===== config.mk =====
export PLATFORM = sky130hd
export DESIGN_NAME = irig_b_frame_seq
export DESIGN_NICKNAME = d
export VERILOG_FILES = /design/src/rtl/irig_b_frame_seq.sv
export SDC_FILE = /design/constraint.sdc
export NUM_CORES = 1
export LEC_CHECK = 0
export CELL_PAD_IN_SITES_DETAIL_PLACEMENT = 1
export CELL_PAD_IN_SITES_GLOBAL_PLACEMENT = 2
export CORE_MARGIN = 4
export CORE_UTILIZATION = 35
export DETAILED_ROUTE_END_ITERATION = 10
export PLACE_DENSITY_LB_ADDON = 0.3
export SYNTH_ARGS = -nofsm -noshare
export SYNTH_HDL_FRONTEND = slang
export SYNTH_SLANG_ARGS = --single-unit
export TNS_END_PERCENT = 20

===== constraint.sdc =====
create_clock -name clk -period 5.6 [get_ports clk]
set_clock_uncertainty 0.15 [all_clocks]
set_input_delay 0.84 -clock clk [delete_from_list [all_inputs] [get_ports clk]]
set_output_delay 0.84 -clock clk [all_outputs]
set_load 0.01 [all_outputs]

===== src/rtl/irig_b_frame_seq.sv =====
// ---------------------------------------------------------------------------
// irig_b_frame_seq
//
// Frame sequencer for the IRIG-B time-code transmitter. It holds a BCD
// time-of-year written by the host and steps through the 100 symbols of each
// one-second frame. Each 10 ms slot it presents the ASCII code of the symbol
// ("0", "1" or "P") that the downstream drawer turns into the pulse-width
// coded line. The slot counter here is the timing reference for the drawer,
// so both blocks must leave reset on the same clock edge.
//
// Parameters
//   NUM_10MS   last count of one slot; a slot lasts NUM_10MS+1 clocks
//
// Ports
//   clk        system clock
//   rst        asynchronous active-high reset
//   en         transmit enable (level)
//   tm_load    one-cycle strobe, captures tm_sec/min/hour/day into the shadow
//   tm_sec     BCD seconds      tens[6:4] units[3:0]
//   tm_min     BCD minutes      tens[6:4] units[3:0]
//   tm_hour    BCD hours        tens[5:4] units[3:0]
//   tm_day     BCD day-of-year  hundreds[9:8] tens[7:4] units[3:0]
//   tm_err     one-cycle pulse, a load was rejected (a digit above 9)
//   sym_code   symbol to draw: 48 "0", 49 "1", 80 "P", 0 when idle
//   sym_idx    index of the current symbol, 0..99
//   sym_stb    pulse on the first clock of every transmitted slot
//   frame_stb  pulse on the first clock of symbol 0
//   stale      frame in flight uses time that was not reloaded since the
//              previous frame start
// ---------------------------------------------------------------------------
module irig_b_frame_seq #(
  parameter logic [31:0] NUM_10MS = 32'd1_249_999
) (
  input  logic        clk,
  input  logic        rst,
  input  logic        en,
  input  logic        tm_load,
  input  logic [6:0]  tm_sec,
  input  logic [6:0]  tm_min,
  input  logic [5:0]  tm_hour,
  input  logic [9:0]  tm_day,
  output logic        tm_err,
  output logic [31:0] sym_code,
  output logic [6:0]  sym_idx,
  output logic        sym_stb,
  output logic        frame_stb,
  output logic        stale
);

  localparam logic [31:0] CODE_IDLE = 32'd0;
  localparam logic [31:0] CODE_ZERO = 32'd48;
  localparam logic [31:0] CODE_ONE  = 32'd49;
  localparam logic [31:0] CODE_P    = 32'd80;
  localparam logic [6:0]  LAST_IDX  = 7'd99;

  typedef enum logic [1:0] {
    IDLE,
    ARM,
    RUN
  } state_t;

  state_t      state_q, state_d;

  logic [31:0] cnt_q, cnt_d;
  logic        boundary;

  logic [6:0]  shadowSec_q, shadowMin_q;
  logic [5:0]  shadowHour_q;
  logic [9:0]  shadowDay_q;

  logic [6:0]  activeSec_q, activeMin_q;
  logic [5:0]  activeHour_q;
  logic [9:0]  activeDay_q;

  logic        loadBad, loadOk;
  logic        tmErr_q;

  logic        lastSym;
  logic        frameStart;
  logic [6:0]  incIdx;
  logic        isMarker;
  logic [99:0] frameBits;

  logic [31:0] symCode_q, symCode_d;
  logic [6:0]  symIdx_q, symIdx_d;
  logic        symStb_q, symStb_d;
  logic        frameStb_q, frameStb_d;
  logic        stale_q, stale_d;
  logic        loadSeen_q, loadSeen_d;

  // Free-running slot counter, independent of the enable.
  assign boundary = (cnt_q == NUM_10MS);

  always_comb begin
    cnt_d = boundary ? 32'd0 : cnt_q + 32'd1;
  end

  always_ff @(posedge clk or posedge rst) begin
    if (rst) begin
      cnt_q <= 32'd0;
    end else begin
      cnt_q <= cnt_d;
    end
  end

  // Only the 4-bit digit fields can hold a non-BCD value; the 2- and 3-bit
  // tens/hundreds fields are valid by construction.
  assign loadBad = (tm_sec[3:0] > 4'd9) | (tm_min[3:0] > 4'd9) |
                   (tm_hour[3:0] > 4'd9) | (tm_day[3:0] > 4'd9) |
                   (tm_day[7:4] > 4'd9);
  assign loadOk  = tm_load & ~loadBad;

  // Shadow time and the rejection pulse.
  always_ff @(posedge clk or posedge rst) begin
    if (rst) begin
      shadowSec_q  <= 7'd0;
      shadowMin_q  <= 7'd0;
      shadowHour_q <= 6'd0;
      shadowDay_q  <= 10'd0;
      tmErr_q      <= 1'b0;
    end else begin
      tmErr_q <= tm_load & loadBad;
      if (loadOk) begin
        shadowSec_q  <= tm_sec;
        shadowMin_q  <= tm_min;
        shadowHour_q <= tm_hour;
        shadowDay_q  <= tm_day;
      end
    end
  end

  // A frame starts at a boundary either from ARM or by wrapping after index
  // 99 while still enabled.
  assign lastSym    = (symIdx_q == LAST_IDX);
  assign frameStart = boundary & en &
                      ((state_q == ARM) | ((state_q == RUN) & lastSym));

  // The active copy is taken from the registered shadow, so a load landing
  // on the frame-start edge only reaches the following frame.
  always_ff @(posedge clk or posedge rst) begin
    if (rst) begin
      activeSec_q  <= 7'd0;
      activeMin_q  <= 7'd0;
      activeHour_q <= 6'd0;
      activeDay_q  <= 10'd0;
    end else if (frameStart) begin
      activeSec_q  <= shadowSec_q;
      activeMin_q  <= shadowMin_q;
      activeHour_q <= shadowHour_q;
      activeDay_q  <= shadowDay_q;
    end
  end

  // Data bits of the frame laid out by symbol index, LSB of each digit first.
  always_comb begin
    frameBits        = '0;
    frameBits[4:1]   = activeSec_q[3:0];
    frameBits[8:6]   = activeSec_q[6:4];
    frameBits[13:10] = activeMin_q[3:0];
    frameBits[17:15] = activeMin_q[6:4];
    frameBits[23:20] = activeHour_q[3:0];
    frameBits[26:25] = activeHour_q[5:4];
    frameBits[33:30] = activeDay_q[3:0];
    frameBits[38:35] = activeDay_q[7:4];
    frameBits[41:40] = activeDay_q[9:8];
  end

  // Position markers for the symbol about to be sent. Index 0 never goes
  // through this path because frame start forces "P" directly.
  assign incIdx = symIdx_q + 7'd1;

  always_comb begin
    isMarker = 1'b0;
    case (incIdx)
      7'd9, 7'd19, 7'd29, 7'd39, 7'd49,
      7'd59, 7'd69, 7'd79, 7'd89, 7'd99: isMarker = 1'b1;
      default:                           isMarker = 1'b0;
    endcase
  end

  // State register.
  always_ff @(posedge clk or posedge rst) begin
    if (rst) begin
      state_q <= IDLE;
    end else begin
      state_q <= state_d;
    end
  end

  // Next-state logic. A running frame always completes; only ARM reacts to
  // the enable falling.
  always_comb begin
    state_d = state_q;
    case (state_q)
      IDLE: begin
        if (en) state_d = ARM;
      end
      ARM: begin
        if (!en)          state_d = IDLE;
        else if (boundary) state_d = RUN;
      end
      RUN: begin
        if (boundary && lastSym && !en) state_d = IDLE;
      end
      default: state_d = IDLE;
    endcase
  end

  // Output logic, producing next values for the registered outputs so that
  // everything changes on the boundary edge and holds for the whole slot.
  always_comb begin
    symCode_d  = symCode_q;
    symIdx_d   = symIdx_q;
    symStb_d   = 1'b0;
    frameStb_d = 1'b0;
    stale_d    = stale_q;
    loadSeen_d = loadSeen_q | loadOk;

    if (frameStart) begin
      symCode_d  = CODE_P;
      symIdx_d   = 7'd0;
      symStb_d   = 1'b1;
      frameStb_d = 1'b1;
      stale_d    = ~loadSeen_q;
      loadSeen_d = loadOk;
    end else if ((state_q == RUN) && boundary) begin
      if (lastSym) begin
        symCode_d = CODE_IDLE;
        symIdx_d  = 7'd0;
      end else begin
        symIdx_d  = incIdx;
        symStb_d  = 1'b1;
        if (isMarker)               symCode_d = CODE_P;
        else if (frameBits[incIdx]) symCode_d = CODE_ONE;
        else                        symCode_d = CODE_ZERO;
      end
    end
  end

  // Output registers.
  always_ff @(posedge clk or posedge rst) begin
    if (rst) begin
      symCode_q  <= CODE_IDLE;
      symIdx_q   <= 7'd0;
      symStb_q   <= 1'b0;
      frameStb_q <= 1'b0;
      stale_q    <= 1'b0;
      loadSeen_q <= 1'b0;
    end else begin
      symCode_q  <= symCode_d;
      symIdx_q   <= symIdx_d;
      symStb_q   <= symStb_d;
      frameStb_q <= frameStb_d;
      stale_q    <= stale_d;
      loadSeen_q <= loadSeen_d;
    end
  end

  assign tm_err    = tmErr_q;
  assign sym_code  = symCode_q;
  assign sym_idx   = symIdx_q;
  assign sym_stb   = symStb_q;
  assign frame_stb = frameStb_q;
  assign stale     = stale_q;

endmodule


==> run summary <==
status - completed
share of the synthesized area in the top cell type - 0.499
Final Cycle Share - 0.638
initial antenna violation count - 0
CTS max path bufs - 2
post-CTS sizing - 0
PwrDens - 278 mW/mm²
Crit path arrival time - 3.71 ns
drt drc - 0
Core Region - 0.0153 mm²
WS Path Type - flip-flop to flip-flop
initial core utilization - 0.360
Die Height - 134 µm
yosys warns - 0
top-count cell post-synth - nand2_1
final hold vios - 0
FF-to-FF setup slack - 2.03 ns
Hold/Removal Path Class - flip-flop to flip-flop
area of the multi-input gates - 0.00247 mm²
Worst EP required - 5.74 ns
DR pass1 iterations - 4
ratio of cells with drive above 1 in the final layout - 0.104
most used cell, CP - nand2_1
via count - 3907
Slew HR - 0.149
Synth Flop Type - dfrtp_1
global route overflow - 0
largest net degree at the start of global routing - 68
Worst-Margin Slew - 1.28 ns
CP Launch Type - flip-flop
crit path cell chain - ha_1 -> nand4_1 -> o21ai_0 -> and3_1 -> nand2_1 -> nand2_1
Root Buffer - clkbuf_16
Detailed Place HPWL - 9.18 mm
max-slew violation count - 0
Setup TNS Final - 0 ns
Avg Cell Area, Syn - 10.1 µm²
Setup Fix Bufs, Post-CTS - 0
Routed wire per std cell - 16.1 µm
CTS H-tree lvls - 3
synthesized cell area - 0.00552 mm²
first-pass GRT wire length - 21.5 mm
clock network latency to the later pin of the worst-skew pair - 0.36 ns
Non-Filler Instances - 798
Max Cap Viol - 0
CP Capture Type - flip-flop
min cycle time layout - 3.57 ns
Mapped Cells - 547
Layout area overhead - 15.6%
count of input and output buffers - 48
M3 GR Usage - 0.0261
design area - 0.00638 mm²
Post-DP Area - 0.00603 mm²
top post-synthesis cells by area - dfrtp_1 50%, nand2_1 8.2%, mux2_2 7.1%, buf_4 3.9%, xnor2_1 3.6%
Ports - 77
total track usage - 0.151
maximum vdd drop - 0.137 mV
cell accounting for the most synthesized area - dfrtp_1
Die ar. - 0.0178 mm²
vias in the first global route - 4080
gp weighted congestion - 0.787
post-route ant nets - 0
via/cell ratio - 4.90
Post-CTS Hold Buffers - 0
die width - 134 µm
Lkg Pwr - 2.98 nW
Fillers - 1771
Max Fclk - 280 MHz
Nets - 620
unrepaired setup endpoints after global routing - false
#FFs+latches synth - 110
final setup violation count - 0
CTS tree - built
drt total wl - 12.9 mm
worst-path maximum fanout - 31
register area share after synthesis - 0.499
grt met1 use - 0.210
TritonCTS Buffers - 9
global-route met2 utilization - 0.235
initial detailed-routing violation count - 135
CTS Sinks - 110
CP max stage delay - 1.08 ns
Placed Cells incl. Taps - 782
Post-synth top cells - 121 x nand2_1, 110 x dfrtp_1, 35 x mux2_2, 29 x buf_4, 25 x o21ai_0
Post-synth ARST share - 1.00
number of synthesized flops with an enable pin - 0
gr busiest metal - met2
antenna fix cells - 0
Worst-path clk slew - 0.08 ns
std cell rows - 45
slowest CP cell - and3_1
register area - 0.00275 mm²
unique cell type count in the Yosys netlist - 54
## layout make-up
type                       instances  area share
sequential                       110       0.432
multi-input combinational        400       0.387
timing repair buffer              51      0.0789
tap                              211      0.0414
clock buffer                       9      0.0353
clock inverter                     7      0.0198
inverter                          10     0.00628
## sequential cells by signal, indices dropped and copies added (netlist names)
signal and count:
frame_stb 1, sym_stb 1, shadowSec_q 7, sym_code 4
sym_idx 7, stale 1, shadowHour_q 6, loadSeen_q 1
state_q 2, activeMin_q 7, tm_err 1, shadowDay_q 10
shadowMin_q 7, activeDay_q 10, cnt_q 32, activeSec_q 7
activeHour_q 6
## cells by family after synthesis
family | after synthesis | share of synthesized area
mux | 44 | 0.0900
buf+inv | 64 | 0.0728
flops | 110 | 0.499
other cells | 1 | 0.000679
xor+xnor | 38 | 0.0603
simple gates | 232 | 0.202
compound gates | 54 | 0.0664
fa+ha+maj | 4 | 0.00907
## critical path, delay by kind of cell, from the launching register on
kind	cells	cell delay [ns]
flops	1	0.80
compound gates	1	0.39
fa+ha+maj	1	0.57
simple gates	4	1.58
## power breakdown
part           internal [W]  switching, W  leakage (nW)
Clock              0.000444      0.000308         0.169
Combinational     0.0000721     0.0000496          1.41
Sequential         0.000859     0.0000372          1.40
Total               0.00138      0.000395          2.98
## through the flow
stage,hold slack [ns],power [W],setup WS (ns),utilization
after floorplan,0.281,0.000995,1.71,-
after global placement,0.301,0.00103,2.10,0.393
after detailed placement,0.305,0.00104,2.11,0.393
after CTS,0.324,0.00180,2.02,0.416
after global routing,0.344,0.00185,1.60,0.416
final,0.323,0.00177,2.03,0.416
## cells in the final DEF (no fill, tap or decap), types with 4 or more instances in the layout
master,instances
nor2b_1,6
clkdlybuf4s50_1,48
mux2_2,35
o31ai_1,4
ha_1,4
mux2i_1,8
nand2_1,121
nand2b_1,7
xnor2_1,23
clkbuf_16,9
a221o_1,4
and2_1,6
and3_1,10
nand4_1,10
nor2_1,23
o21ai_0,25
nand3_1,20
or4_1,5
inv_1,9
dfrtp_1,110
xor2_1,15
conb_1,28
## worst paths after layout
kind,to,startpoint,cells past startpoint
setup reg to reg,activeHour_q[4],sym_idx[0],6
max in group asynchronous,cnt_q[24],rst,3
setup / recovery,activeHour_q[4],sym_idx[0],6
hold reg to reg,activeDay_q[3],activeDay_q[3],2
hold / removal,activeDay_q[3],activeDay_q[3],2
min in group asynchronous,shadowDay_q[1],rst,2
## metal layers
layer | vias up | routed length (µm)
met4 | 0 | 218
li1 | 1873 | -
met5 | - | 0
met1 | 1957 | 6390
met3 | 15 | 459
met2 | 62 | 5780
No activity file was read; power rests on OpenSTA's default activity.
